`src/rtl/muldiv_pkg.sv`:
```
// rtl/muldiv_pkg.sv - shared constants for the RV32M multiply/divide sequencer
// Holds the funct3 opcode values, the 2-bit FSM state encodings and a
// constant-evaluable clog2 used to size the iteration counter.
package muldiv_pkg;

    localparam logic [2:0] OP_MUL    = 3'b000;
    localparam logic [2:0] OP_MULH   = 3'b001;
    localparam logic [2:0] OP_MULHSU = 3'b010;
    localparam logic [2:0] OP_MULHU  = 3'b011;
    localparam logic [2:0] OP_DIV    = 3'b100;
    localparam logic [2:0] OP_DIVU   = 3'b101;
    localparam logic [2:0] OP_REM    = 3'b110;
    localparam logic [2:0] OP_REMU   = 3'b111;

    localparam logic [1:0] ST_IDLE = 2'd0;
    localparam logic [1:0] ST_CALC = 2'd1;
    localparam logic [1:0] ST_FIX  = 2'd2;
    localparam logic [1:0] ST_DONE = 2'd3;

    function automatic int clog2(input int value);
        int r;
        r = 0;
        for (int i = 0; i < 31; i++) begin
            if ((1 << i) < value) r = i + 1;
        end
        return r;
    endfunction

endpackage

```
`src/rtl/muldiv_seq_if.sv`:
```
// rtl/muldiv_seq_if.sv - request/response bundle between exe stage and muldiv_seq
// master : exe stage side (drives start/op/a/b/flush, observes busy/stall/done/result)
// slave  : sequencer side
interface muldiv_seq_if #(parameter int WIDTH = 32) ();
    logic             start;
    logic [2:0]       op;
    logic [WIDTH-1:0] a;
    logic [WIDTH-1:0] b;
    logic             flush;
    logic             busy;
    logic             stall;
    logic             done;
    logic [WIDTH-1:0] result;

    modport master (
        output start, op, a, b, flush,
        input  busy, stall, done, result
    );

    modport slave (
        input  start, op, a, b, flush,
        output busy, stall, done, result
    );
endinterface

```
`src/rtl/muldiv_step.sv`:
```
// rtl/muldiv_step.sv - one combinational iteration of the shift-add / restoring-divide datapath
// Ports:
//   div_mode : 1 = restoring divide step, 0 = shift-add multiply step
//   hi, lo   : accumulator pair (product {hi,lo}, or remainder hi / dividend-quotient lo)
//   m        : multiplicand magnitude or divisor magnitude
//   hi_nxt, lo_nxt : accumulators after this iteration
module muldiv_step #(
    parameter int WIDTH = 32
) (
    input  logic             div_mode,
    input  logic [WIDTH-1:0] hi,
    input  logic [WIDTH-1:0] lo,
    input  logic [WIDTH-1:0] m,
    output logic [WIDTH-1:0] hi_nxt,
    output logic [WIDTH-1:0] lo_nxt
);

    logic [WIDTH:0] sum;
    logic [WIDTH:0] trial;
    logic [WIDTH:0] diff;
    logic           ge;
    logic           unused_bits;

    always_comb begin
        // Multiply: conditionally add multiplicand, then shift {carry,hi,lo} right.
        sum   = {1'b0, hi} + {1'b0, m & {WIDTH{lo[0]}}};
        // Divide: shift next dividend bit into the partial remainder and try to subtract.
        trial = {hi, lo[WIDTH-1]};
        diff  = trial - {1'b0, m};
        ge    = (trial >= {1'b0, m});
        if (div_mode) begin
            // Remainder stays below the divisor, so the top bit is always zero here.
            hi_nxt = ge ? diff[WIDTH-1:0] : trial[WIDTH-1:0];
            lo_nxt = {lo[WIDTH-2:0], ge};
        end else begin
            hi_nxt = sum[WIDTH:1];
            lo_nxt = {sum[0], lo[WIDTH-1:1]};
        end
    end

    assign unused_bits = diff[WIDTH] ^ trial[WIDTH];

endmodule

```
`src/rtl/muldiv_seq.sv`:
```
// rtl/muldiv_seq.sv - multi-cycle RV32M MUL/MULH/MULHSU/MULHU/DIV/DIVU/REM/REMU sequencer
// Ports:
//   clk  : rising-edge clock
//   rst  : synchronous active-high reset
//   bus  : muldiv_seq_if.slave (start/op/a/b/flush in, busy/stall/done/result out)
// Flow: IDLE -> CALC (WIDTH iterations) -> FIX (sign/word select) -> DONE (done pulse).
// Divide-by-zero and signed overflow bypass CALC/FIX and go straight to DONE.
module muldiv_seq
    import muldiv_pkg::*;
#(
    parameter int WIDTH = 32
) (
    input  logic         clk,
    input  logic         rst,
    muldiv_seq_if.slave  bus
);

    localparam int CW = (clog2(WIDTH) < 1) ? 1 : clog2(WIDTH);
    localparam logic [CW-1:0]    CNT_LAST = CW'(WIDTH - 1);
    localparam logic [WIDTH-1:0] SMIN     = {1'b1, {(WIDTH-1){1'b0}}};

    logic [1:0]       state;
    logic [CW-1:0]    cnt;
    logic [2:0]       op_q;
    logic             sa_q;
    logic             sb_q;
    logic [WIDTH-1:0] hi;
    logic [WIDTH-1:0] lo;
    logic [WIDTH-1:0] m;
    logic [WIDTH-1:0] result_q;

    logic [WIDTH-1:0] hi_nxt;
    logic [WIDTH-1:0] lo_nxt;

    logic             a_signed;
    logic             b_signed;
    logic             a_neg;
    logic             b_neg;
    logic [WIDTH-1:0] a_mag;
    logic [WIDTH-1:0] b_mag;
    logic             div_zero;
    logic             div_ovf;
    logic             accept;

    logic [2*WIDTH-1:0] prod;
    logic [2*WIDTH-1:0] prod_s;
    logic [WIDTH-1:0]   quo_s;
    logic [WIDTH-1:0]   rem_s;
    logic [WIDTH-1:0]   fix_result;

    // Operand signedness from funct3; unsigned operands never carry a sign.
    assign a_signed = (bus.op == OP_MULH) || (bus.op == OP_MULHSU) ||
                      (bus.op == OP_DIV)  || (bus.op == OP_REM);
    assign b_signed = (bus.op == OP_MULH) || (bus.op == OP_DIV) || (bus.op == OP_REM);
    assign a_neg    = a_signed & bus.a[WIDTH-1];
    assign b_neg    = b_signed & bus.b[WIDTH-1];
    assign a_mag    = a_neg ? (~bus.a + 1'b1) : bus.a;
    assign b_mag    = b_neg ? (~bus.b + 1'b1) : bus.b;

    assign div_zero = bus.op[2] && (bus.b == '0);
    assign div_ovf  = bus.op[2] && !bus.op[0] && (bus.a == SMIN) && (bus.b == {WIDTH{1'b1}});
    assign accept   = (state == ST_IDLE) && bus.start && !bus.flush;

    muldiv_step #(.WIDTH(WIDTH)) u_step (
        .div_mode (op_q[2]),
        .hi       (hi),
        .lo       (lo),
        .m        (m),
        .hi_nxt   (hi_nxt),
        .lo_nxt   (lo_nxt)
    );

    always_comb begin
        prod       = {hi, lo};
        prod_s     = (sa_q ^ sb_q) ? (~prod + 1'b1) : prod;
        quo_s      = (sa_q ^ sb_q) ? (~lo + 1'b1) : lo;
        rem_s      = sa_q ? (~hi + 1'b1) : hi;
        fix_result = '0;
        if (op_q[2]) begin
            fix_result = op_q[1] ? rem_s : quo_s;
        end else if (op_q[1:0] == 2'b00) begin
            fix_result = prod_s[WIDTH-1:0];
        end else begin
            fix_result = prod_s[2*WIDTH-1:WIDTH];
        end
    end

    always_ff @(posedge clk) begin
        if (rst) begin
            state    <= ST_IDLE;
            cnt      <= '0;
            op_q     <= '0;
            sa_q     <= 1'b0;
            sb_q     <= 1'b0;
            hi       <= '0;
            lo       <= '0;
            m        <= '0;
            result_q <= '0;
        end else begin
            case (state)
                ST_IDLE: begin
                    if (accept) begin
                        op_q <= bus.op;
                        sa_q <= a_neg;
                        sb_q <= b_neg;
                        cnt  <= '0;
                        hi   <= '0;
                        // Divide shifts the dividend out of lo; multiply shifts the multiplier out of lo.
                        lo   <= bus.op[2] ? a_mag : b_mag;
                        m    <= bus.op[2] ? b_mag : a_mag;
                        if (div_zero) begin
                            result_q <= bus.op[1] ? bus.a : {WIDTH{1'b1}};
                            state    <= ST_DONE;
                        end else if (div_ovf) begin
                            result_q <= bus.op[1] ? '0 : SMIN;
                            state    <= ST_DONE;
                        end else begin
                            state <= ST_CALC;
                        end
                    end
                end
                ST_CALC: begin
                    if (bus.flush) begin
                        state <= ST_IDLE;
                    end else begin
                        hi  <= hi_nxt;
                        lo  <= lo_nxt;
                        cnt <= cnt + CW'(1);
                        if (cnt == CNT_LAST) state <= ST_FIX;
                    end
                end
                ST_FIX: begin
                    if (bus.flush) begin
                        state <= ST_IDLE;
                    end else begin
                        result_q <= fix_result;
                        state    <= ST_DONE;
                    end
                end
                ST_DONE: state <= ST_IDLE;
                default: state <= ST_IDLE;
            endcase
        end
    end

    assign bus.busy   = (state == ST_CALC) || (state == ST_FIX);
    assign bus.stall  = (bus.start && (state == ST_IDLE)) || bus.busy;
    assign bus.done   = (state == ST_DONE);
    assign bus.result = result_q;

endmodule

```
`src/flat_wrapper.sv`:
```
// flat-port wrapper written by rule: the top's interface ports become plain ports
module muldiv_seq_flat import muldiv_pkg::*;
#(
    parameter int WIDTH = 32
)
  (clk, rst, bus_start, bus_op, bus_a, bus_b, bus_flush, bus_busy, bus_stall, bus_done, bus_result);
  muldiv_seq_if #(.WIDTH(WIDTH)) bus_i ();
  input  logic clk;
  input  logic rst;
  input wire logic [$bits(bus_i.start)-1:0] bus_start;
  input wire logic [$bits(bus_i.op)-1:0] bus_op;
  input wire logic [$bits(bus_i.a)-1:0] bus_a;
  input wire logic [$bits(bus_i.b)-1:0] bus_b;
  input wire logic [$bits(bus_i.flush)-1:0] bus_flush;
  output wire logic [$bits(bus_i.busy)-1:0] bus_busy;
  output wire logic [$bits(bus_i.stall)-1:0] bus_stall;
  output wire logic [$bits(bus_i.done)-1:0] bus_done;
  output wire logic [$bits(bus_i.result)-1:0] bus_result;
  assign bus_i.start = bus_start;
  assign bus_i.op = bus_op;
  assign bus_i.a = bus_a;
  assign bus_i.b = bus_b;
  assign bus_i.flush = bus_flush;
  assign bus_busy = bus_i.busy;
  assign bus_stall = bus_i.stall;
  assign bus_done = bus_i.done;
  assign bus_result = bus_i.result;
  muldiv_seq #(.WIDTH(WIDTH)) u_core (.clk(clk), .rst(rst), .bus(bus_i));
endmodule
```
`config.mk`:
```
export PLATFORM = sky130hd
export DESIGN_NAME = muldiv_seq_flat
export DESIGN_NICKNAME = d
export VERILOG_FILES = /design/src/rtl/muldiv_pkg.sv /design/src/rtl/muldiv_seq_if.sv /design/src/rtl/muldiv_step.sv /design/src/rtl/muldiv_seq.sv /design/src/flat_wrapper.sv
export SDC_FILE = /design/constraint.sdc
export NUM_CORES = 1
export LEC_CHECK = 0
export BUFFER_PORTS_ARGS = -buffer_cell sky130_fd_sc_hd__buf_4
export CAP_MARGIN = 20
export CORE_AREA = 5 5 192 194
export DETAILED_ROUTE_END_ITERATION = 12
export DIE_AREA = 0 0 197 199
export HOLD_SLACK_MARGIN = 0.15
export PLACE_DENSITY = 0.67
export SETUP_SLACK_MARGIN = 0.3
export SYNTH_ARGS = -nofsm -noshare
export SYNTH_HDL_FRONTEND = slang
export SYNTH_HIERARCHICAL = 1
export SYNTH_SLANG_ARGS = --single-unit
```
`constraint.sdc`:
```
create_clock -name clk -period 7.2 [get_ports clk]
set_clock_uncertainty 0.15 [all_clocks]
set_input_delay 0.36 -clock clk [delete_from_list [all_inputs] [get_ports clk]]
set_output_delay 0.36 -clock clk [all_outputs]
set_load 0.1 [all_outputs]
```
Word level (Yosys, flattened, before mapping). Index checks and enable logic that the tools add are counted.

Flip-flop bits (word level): 140. Input bits: 71. Word-level logic and storage cells: 102.

Add/sub/neg operators: 8. Order comparisons: 1. Equality and inequality tests: 15. Muxes and demuxes: 36. Bitwise operators: 9. Reductions and logical operators: 24.

Operators by type and width (count): two-way mux 32 bit (22); case mux 32 bit (2 select lines) (3); adder 32 x 1 -> 32 bit (second input constant) (4); NOT 32 bit (4); adder 64 x 1 -> 64 bit (second input constant) (1); equality test 32 bit (second input constant) (2); two-way mux 64 bit (1); NOT 64 bit (1); adder 32 x 32 -> 33 bit (1); >= comparator 33 x 32 -> 1 bit (1); AND 32 bit (1); logical NOT 32 bit (1); subtractor 32 bit (1); two-way mux 2 bit (6); two-way mux 5 bit (2); case mux 5 bit (2 select lines) (1); case mux 2 bit (4 select lines) (1); logical OR 1 bit (7); equality test 3 bit (second input constant) (2); logical AND 1 bit (6); adder 5 x 1 -> 5 bit (second input constant) (1); equality test 5 bit (second input constant) (1); equality test 2 bit (second input constant) (2); logical NOT 2 bit (2); other kinds (14) (19).

Logic depth before layout (Yosys ltp). Gate-level depths: netlist of run 1.

Word-level depth: 9. Mapped depth: 16. Depth with buffers taken out: 15.

Modules after synthesis. Netlist of run 1, hierarchy kept.

Modules (own cells, without submodules): muldiv_seq (times used 1, cells an instance 1513, area each 10916.7 um^2, sequential area each 2802.7 um^2); muldiv_step (times used 1, cells an instance 664, area each 4543.1 um^2, sequential area each 0.0 um^2).

Worst setup path after synthesis of run 1. OpenSTA, ideal clock, no wires.

Path type: register to register. Start point: reg u_core.lo[0]. End point: reg u_core.hi[19]. Data arrival time: 3203 ps. Required time: 6980 ps. Setup slack: 3776 ps. Cell stages (with the launch flop): 17. Path buffers: 1. Period minus slack after synthesis: 3424 ps. Cell sequence: dfxtp_1 > clkbuf_1 > and2_1 > ha_1 > fa_1 > a21o_1 > a31oi_1 > o221ai_1 > a21oi_1 > o21ai_0 > a2111oi_0 > a311oi_1 > xor2_1 > nor2_1 > nor2_1 > nand3_1 > a21oi_1.

Longest elaborated chain between the ends: 5.

Ends and longest elaborated chain: from (decl) (line muldiv_seq.sv:28) `logic [WIDTH-1:0] lo;`; from (signal assigned) (line muldiv_seq.sv:109) `lo <= bus.op[2] ? a_mag : b_mag;`; from (signal assigned) (line muldiv_seq.sv:127) `lo <= lo_nxt;`; AND 32 bit (line muldiv_step.sv:26) `sum = {1'b0, hi} + {1'b0, m & {WIDTH{lo[0]}}};`; adder 32 x 32 -> 33 bit (line muldiv_step.sv:26); two-way mux 32 bit (line muldiv_step.sv:31) `if (div_mode) begin`; named net u_core.hi_nxt[19] (line muldiv_seq.sv:32) `logic [WIDTH-1:0] hi_nxt;`; two-way mux 32 bit (line muldiv_seq.sv:123) `if (bus.flush) begin`; case mux 32 bit (2 select lines) (line muldiv_seq.sv:100) `case (state)`; to (signal assigned) (line muldiv_seq.sv:126) `hi <= hi_nxt;`; to (decl) (line muldiv_seq.sv:27) `logic [WIDTH-1:0] hi;`.

The timed path passes the listed nets, and every way through them passes these cells. The select of a mux whose other input is x is not followed. A chain may end at the register's enable or synchronous reset.

Worst setup path after layout of run 1.
Start point: reg u_core.lo[0]. End point: reg u_core.hi[29].

Same word-level chain as after synthesis.

==> results of run 1 <==
-- per-layer routing --
layer	share of wire, %	GRT usage, %	wire [um]	vias to the layer above
li1	-	-	-	8001
met5	0	0	0	-
met3	9.0	5.59	5710	128
met2	44	48.1	28200	892
met4	4.4	12.9	2780	0
met1	42	42.9	26700	8140
-- metrics by stage --
step / std cells / instance area [sq um]
global placement: 2610 / 16400
finish: 2651 / 17000
global route: 2651 / 17000
detailed placement: 2610 / 16400
CTS: 2651 / 17000
floorplan: 2177 / 15500
-- worst max-delay path, stage by stage, from the launching register on --
cell	delay, ns
dfxtp_1	0.30
buf_4	0.24
and2_1	0.20
ha_1	0.23
fa_1	0.43
a21o_1	0.22
a31oi_1	0.36
o221ai_1	0.27
nand3_1	0.20
a31oi_1	0.28
a2111oi_0	0.55
o31ai_1	0.16
xor2_1	0.16
nor2_1	0.06
a21oi_1	0.15
nand3_1	0.09
a21oi_1	0.18
-- Yosys cell counts (12+ instances only) --
| master | number | area [sq um] |
|---|---|---|
| a211oi_1 | 19 | 143 |
| a21o_1 | 33 | 248 |
| a21oi_1 | 237 | 1190 |
| a31oi_1 | 45 | 282 |
| and2_1 | 41 | 257 |
| and3_1 | 12 | 75.1 |
| buf_1 | 13 | 48.8 |
| clkbuf_1 | 127 | 477 |
| dfxtp_1 | 140 | 2800 |
| ha_1 | 75 | 938 |
| inv_1 | 68 | 255 |
| mux2_2 | 39 | 439 |
| mux2i_1 | 67 | 671 |
| nand2_1 | 250 | 938 |
| nand2b_1 | 22 | 138 |
| nand3_1 | 86 | 430 |
| nand4_1 | 28 | 175 |
| nor2_1 | 130 | 488 |
| nor2b_1 | 15 | 93.8 |
| nor3_1 | 43 | 215 |
| nor4_1 | 33 | 206 |
| o211ai_1 | 24 | 180 |
| o21ai_0 | 174 | 871 |
| o221ai_1 | 12 | 105 |
| o22ai_1 | 12 | 75.1 |
| o31ai_1 | 38 | 285 |
| o41ai_1 | 22 | 193 |
| or3_1 | 20 | 125 |
| or4_1 | 15 | 113 |
| xnor2_1 | 74 | 648 |
| xor2_1 | 100 | 876 |
-- layout by cell type, fill, tap and decap left out, drive strengths merged, types with 8 or more instances in the layout --
cell	n
nand2	251
a21oi	237
o21ai	174
dfxtp	140
nor2	134
buf	128
xor2	100
nand3	86
ha	75
xnor2	74
inv	74
mux2i	67
a31oi	45
nor3	45
and2	41
mux2	39
o31ai	38
nor4	36
a21o	33
nand4	28
o41ai	26
o211ai	24
nand2b	22
or3	20
a211oi	20
clkbuf	18
or4	18
nor2b	15
and3	13
o221ai	12
o22ai	12
dlygate4sd3	10
o21a	10
a221oi	10
a211o	8
-- final timing paths --
path	startpoint	to	slack, ns	cells after the start
setup / recovery	u_core/lo[0]	u_core/hi[29]	2.90	16
hold reg to reg	u_core/bus.result[27]	u_core/bus.result[27]	0.31	2
hold / removal	bus_a[23]	u_core/bus.result[23]	0.17	3
setup reg to reg	u_core/lo[0]	u_core/hi[29]	2.90	16
-- sequential cells by signal, indices dropped and copies added (netlist names) --
signal and cells:
u_core/bus.result 32, u_core/hi 32, u_core/lo 32, u_core/m 32, u_core/cnt 5, u_core/op_q 3
u_core/state 2, u_core/sa_q 1, u_core/sb_q 1
-- power by group through the flow --
| stage | clock network (mW) | registers (mW) | logic [mW] |
|---|---|---|---|
| after floorplan | 0 | 1.10 | 1.63 |
| after global placement | 0 | 1.06 | 2.34 |
| after detailed placement | 0 | 1.06 | 2.35 |
| after CTS | 0.843 | 1.04 | 2.36 |
| after global routing | 0.875 | 1.06 | 2.57 |
| final | 0.832 | 1.05 | 2.42 |
-- cell type report --
cell class	instances	area [sq um]	share of cell area, %
clock inverter	13	92.6	0.544
inverter	70	263	1.55
timing repair buffer	138	1060	6.24
clock buffer	18	429	2.52
sequential	140	2810	16.5
tap	461	577	3.39
multi-input combinational	1811	11800	69.3
-- cells by family after synthesis --
kind of cell	after synthesis
and+or+nand+nor	737
buffers and inverters	226
adders and majority gates	77
muxes	106
AOI/OAI and AO/OA	717
xor gates and xnor gates	174
DFF	140
==> results.tsv, run 1 <==
metric	value	unit
htree_levels	4	
cts_setup_buffers	0	
synthAdderAreaFrac	6.33	%
dp_worst_setup_slack	3.03	ns
ctsResizeCount	0	
grt_pass1_wl	95700	um
leakagePower	6.76	nW
hold_class	in2reg	
diodes	0	
num_rows	69	
cp-start-kind	flip-flop	
arrival	4.54	ns
max_clock_freq	0.232	GHz
gr-total-overflow	0	
synth.area.mux_share	7.18	%
cp-end-kind	flip-flop	
ys_seq_area_share	18.1	%
cts_num_sinks	140	
synth_compound_area_share	29.1	%
synth-seq-cells	140	
hpwl	47400	um
irDropWorstVdd	0.000226	V
groute.usage.overall	31.2	%
syn_inst	2177	
antenna_found_initial	0	
port_buffers	105	
via_per_inst	6.47	
die_area	0.0392	sq mm
fin_crit	4.30	ns
slew-limit-headroom	29.0	%
synth-warning-count	6	
fin_ws	2.90	ns
clkPwrFrac	19.3	%
p_int	2.09	mW
routedWlPerCell	23.9	um
chipHeight	199	um
drt_pass1_iterations	8	
place_congestion	1.02	
drtAntennaViolNets	0	
p_comb_share	56.3	%
vias	17161	
max_slew.worst_pin.slew	1.06	ns
finalCritPeriodShare	59.8	%
drc_errors	0	
async_flop_share	0	%
clock_path_buffers	2	
swShare	51.5	%
initialDrtViolationCount	2142	
area_growth	10.0	%
maxSlewViolCount	0	
crit_type	reg2reg	
core	0.0351	sq mm
synthFlopType	dfxtp_1	
insertion_delay	0.45	ns
cts_buffers	17	
cts_tree	yes	
power.switching	2.22	mW
cap_violations	0	
power_density	253	mW/mm^2
synth_nets	2325	
synth-xor-area-share	9.86	%
status	finished clean	
synth_edf_count	0	
ios	106	
synth-simple-area-share	23.5	%
cts_hold_buf	10	
final.setup.tns	0	ns
nFillCells	3606	
ys_types	88	
cts-root-buf	clkbuf_16	
rsz0062_at_grt	false	
routed_wl	63400	um
power	4.31	mW
grt_max_degree	69	
synth_top_family_by_area	compound AO/OA/AOI/OAI gates	
whs	0.170	ns
finalCoreUtilization	48.5	%
syn_avg_cell_area	7.10	sq um
nets	2326	
path_clk_slew	0.07	ns
critPathMaxFanout	38	
grt_pass1_vias	15696	
start_util	44.1	%
synth_area	0.0155	sq mm
die_x	197	um
critPathRequiredTime	7.43	ns
finalSetupViolCount	0	
hold_viol	0	
p_seq_share	24.4	%
final_layout_size_suffix_gt1_share	11.1	%
Note: power is estimated with default switching activity, not from simulation.
==> run 2, diff against run 1 <==
==> constraint.sdc (replaced) <==
create_clock -name clk -period 4.22 [get_ports clk]
set_clock_uncertainty 0.15 [all_clocks]
set_input_delay 0.211 -clock clk [delete_from_list [all_inputs] [get_ports clk]]
set_output_delay 0.211 -clock clk [all_outputs]
set_load 0.1 [all_outputs]
==> results.tsv, run 2 (same netlist as run 1, synthesis figures left out) <==
metric	value	unit
cts_tree	yes	
vias	17681	
dr_wl_met2	28800	um
grt_pass1_wl	98800	um
cts_num_sinks	140	
path_clk_slew	0.07	ns
num_rows	69	
routedWlPerCell	23.8	um
final.setup.tns	0	ns
ios	106	
max_clock_freq	0.272	GHz
routed_wl	65400	um
critPathRequiredTime	4.43	ns
crit_type	reg2reg	
cts_buffers	17	
final_layout_size_suffix_gt1_share	14.0	%
finalCoreUtilization	51.4	%
grt_max_degree	67	
layout.cells.most_common_list	250 x nand2_1, 236 x a21oi_1, 197 x buf_4, 172 x o21ai_0, 136 x dfxtp_1	
cp-end-kind	flip-flop	
status	finished clean	
antenna_found_initial	1	
cts-root-buf	clkbuf_16	
hpwl	49900	um
fin_crit	3.68	ns
htree_levels	4	
via_per_inst	6.42	
critPathMaxFanout	5	
cp-start-kind	flip-flop	
gr-total-overflow	0	
port_buffers	105	
layout.area.seq	0.00281	sq mm
cap_violations	0	
finalSetupViolCount	0	
groute.usage.overall	32.1	%
hold_class	in2reg	
leakagePower	7.32	nW
core	0.0351	sq mm
irDropWorstVdd	0.000304	V
slew-limit-headroom	22.9	%
chipHeight	199	um
rsz0062_at_grt	false	
finalCritPeriodShare	87.3	%
dp.cells	2678	
die_x	197	um
initialDrtViolationCount	2605	
wirelength_met1	26700	um
power_density	440	mW/mm^2
nets	2427	
drt_pass1_iterations	6	
start_util	44.1	%
grt_pass1_vias	16557	
wl_met3	6670	um
drtAntennaViolNets	0	
nFillCells	3546	
clock_path_buffers	2	
multi_input_area	0.0118	sq mm
insertion_delay	0.44	ns
layout.cells.non_filler	2753	
hold_viol	0	
final_common_cell	nand2_1	
area_growth	16.6	%
place_congestion	1.03	
diodes	0	
drc_errors	0	
die_area	0.0392	sq mm
arrival	3.89	ns
routed.top_layer	met5	
maxSlewViolCount	0	
max_slew.worst_pin.slew	1.15	ns
[run 2: cell count changes in the layout (fill, tap and decap cells not counted), moves of 4 or more]
cell           change
clkinv_2           -5
buf_4             +69
clkinv_4           +4
dlygate4sd3_1     +27
bufinv_16          +4
[run 2: path summary, 6_finish.rpt]
path / cells past startpoint / to / startpoint / slack, ns
setup / recovery: 15 / u_core/hi[29] / u_core/m[0] / 0.54
hold / removal: 3 / u_core/bus.result[28] / bus_a[28] / 0.17
setup reg to reg: 15 / u_core/hi[29] / u_core/m[0] / 0.54
hold reg to reg: 2 / u_core/bus.result[27] / u_core/bus.result[27] / 0.31
[run 2: repair_timing]
| action | 4_1_cts | 5_1_grt |
|---|---|---|
| buffers inserted | 0 | 5 |
| cloned | 0 | 1 |
| endpoints found under the setup margin | 1 | 20 |
| hold buffers | 37 | 0 |
| resized for setup | 1 | 9 |
| pin swaps | 0 | 1 |
| hold endpoints to repair | 44 | 0 |
[run 2: power breakdown]
part | internal [mW] | total (mW) | switching (mW)
clock | 1.01 | 1.70 | 0.699
sequential | 1.49 | 1.77 | 0.282
combinational | 1.56 | 4.45 | 2.89
[run 2: per-layer routing]
| layer | GRT usage, % | vias up |
|---|---|---|
| met5 | 0 | - |
| met4 | 14.3 | 2 |
| met3 | 7.15 | 160 |
| met2 | 50.2 | 944 |
| met1 | 42.5 | 8372 |
| li1 | - | 8203 |
[run 2: critical path, stage by stage (launching register included)]
cell	delay (ns)
dfxtp_1	0.37
and2_1	0.19
ha_1	0.22
fa_1	0.41
a21o_1	0.21
a31oi_1	0.23
o221ai_1	0.23
nand3_1	0.19
a31oi_2	0.23
a2111oi_2	0.43
o31ai_1	0.14
xor2_1	0.15
nor2_1	0.05
a21oi_1	0.14
nand3_1	0.09
a21oi_1	0.18
[run 2: layout make-up]
class	instances	area share, %
Multi-Input combinational cell	1811	65.4
Tap cell	461	3.20
Sequential cell	140	15.6
Clock inverter	14	1.15
Inverter	70	1.46
Clock buffer	18	2.38
Timing Repair Buffer	239	10.8
[run 2: through the flow]
step	instance area, sq um	total power [mW]	setup slack, ns	hold slack (ns)
floorplan	15500	4.65	0.796	0.197
CTS	17900	7.72	0.413	0.154
global route	18000	8.30	0.274	0.168
detailed placement	16900	5.96	0.304	0.304
global placement	16900	5.95	0.358	0.292
finish	18000	7.93	0.538	0.171
==> run 3, diff against run 2 <==
--- a/config.mk
+++ b/config.mk
@@ -11,7 +11,8 @@
 export DETAILED_ROUTE_END_ITERATION = 12
 export DIE_AREA = 0 0 197 199
 export HOLD_SLACK_MARGIN = 0.15
-export PLACE_DENSITY = 0.67
+export MAX_ROUTING_LAYER = met4
+export PLACE_DENSITY_LB_ADDON = 0.05
 export SETUP_SLACK_MARGIN = 0.3
 export SYNTH_ARGS = -nofsm -noshare
 export SYNTH_HDL_FRONTEND = slang
==> results.tsv, run 3 (same netlist as run 1, synthesis figures left out) <==
metric	value	unit
status	finished clean	
nets	2414	
max_clock_freq	0.267	GHz
grt_pass1_vias	16344	
rsz0062_at_grt	false	
arrival	3.98	ns
hold_class	in2reg	
finalCritPeriodShare	88.6	%
final.setup.tns	0	ns
die_x	197	um
vias	17539	
nFillCells	3638	
antenna_found_initial	0	
area_growth	15.7	%
cp-start-kind	input pin	
grt_pass1_wl	102000	um
cts_tree	yes	
drc_errors	0	
fin_crit	3.74	ns
slew-limit-headroom	29.7	%
placed_area	0.0169	sq mm
layout.area.seq	0.00281	sq mm
grt_max_degree	90	
final_common_cell	nand2_1	
finalSetupViolCount	0	
max_slew.worst_pin.slew	1.05	ns
crit_type	in2reg	
p_comb_share	57.0	%
chipHeight	199	um
cap_violations	0	
power.switching	3.92	mW
drt_pass1_iterations	6	
routed_wl	68500	um
routedWlPerCell	25.0	um
initialDrtViolationCount	2117	
hpwl	52200	um
insertion_delay	0.46	ns
cts_num_sinks	140	
place_congestion	1.03	
clock_path_buffers	2	
fin_ws	0.481	ns
whs	0.183	ns
hold_viol	0	
groute.usage.overall	34.7	%
fin_area	0.0179	sq mm
final_layout_size_suffix_gt1_share	13.7	%
path_clk_slew	0.07	ns
p_int	3.87	mW
ios	106	
swShare	50.3	%
finalCoreUtilization	51.0	%
power_density	436	mW/mm^2
critPathRequiredTime	4.46	ns
cts_buffers	17	
start_util	44.1	%
leakagePower	7.23	nW
dp_worst_setup_slack	0.407	ns
gr-total-overflow	0	
cts-root-buf	clkbuf_16	
cp-end-kind	flip-flop	
die_area	0.0392	sq mm
power	7.80	mW
htree_levels	4	
irDropWorstVdd	0.000324	V
critPathMaxFanout	14	
drtAntennaViolNets	0	
layout.cells.non_filler	2741	
num_rows	69	
multi_input_area	0.0118	sq mm
core	0.0351	sq mm
p_seq_share	22.2	%
clkPwrFrac	20.8	%
dp.cells	2672	
maxSlewViolCount	0	
layout.cells.most_common_list	250 x nand2_1, 235 x a21oi_1, 187 x buf_4, 172 x o21ai_0, 139 x dfxtp_1	
via_per_inst	6.40	
port_buffers	105	
## run 3: cell types whose count changed in the layout (fill, tap and decap cells not counted), moves of 2 or more
cell           delta
buf_4            -10
clkinv_4          -4
clkinvlp_4        +4
dlygate4sd3_1     -3
dfxtp_2           -3
bufinv_16         -2
dfxtp_1           +3
## run 3: power by group through the flow
stage | clock network (mW) | registers, mW | logic [mW]
after detailed placement | 0 | 1.75 | 4.24
after CTS | 1.63 | 1.72 | 4.29
after global placement | 0 | 1.75 | 4.24
after global routing | 1.69 | 1.74 | 4.72
after floorplan | 0 | 1.87 | 2.79
final | 1.62 | 1.73 | 4.44
## run 3: repair_timing
action | CTS | global route
hold endpoints to repair | 73 | 0
resized for setup | 0 | 12
hold buffers | 34 | 0
setup endpoints to repair | 0 | 15
buffers inserted | 0 | 1
## run 3: path summary, 6_finish.rpt
path                                            start                     to  slack [ns]  cells past startpoint
worst max-delay path                        bus_a[16]   u_core/bus.result[5]        0.48                     10
worst max register to register          u_core/lo[31]          u_core/hi[28]        0.51                     15
worst min register to register  u_core/bus.result[27]  u_core/bus.result[27]        0.31                      2
worst min-delay path                        bus_b[23]          u_core/lo[23]        0.18                      4
## run 3: layout make-up
class,count,area share (%)
tap,461,3.23
clock inverter,13,0.861
antenna,1,0.0140
timing repair buffer,226,10.2
inverter,70,1.47
multi-input combinational,1811,66.1
sequential,140,15.7
clock buffer,19,2.48
## run 3: routing by layer
metal | global-route usage (%) | share of wire [%] | up-vias | routed length, um
met4 | 11.0 | 3.6 | 0 | 2480
met1 | 45.4 | 43 | 8362 | 29300
met3 | 5.96 | 8.0 | 130 | 5460
met2 | 55.1 | 46 | 886 | 31200
li1 | - | - | 8161 | -
met5 | - | 0 | - | 0
## run 3: critical path, cell delays in order
cell and delay, ns:
dlygate4sd3_1 0.54, buf_4 0.15, or4_1 0.57, or3_1 0.58, o41ai_2 0.69, a21oi_1 0.14
buf_4 0.24, a2111oi_0 0.51, buf_4 0.23, a311o_1 0.10
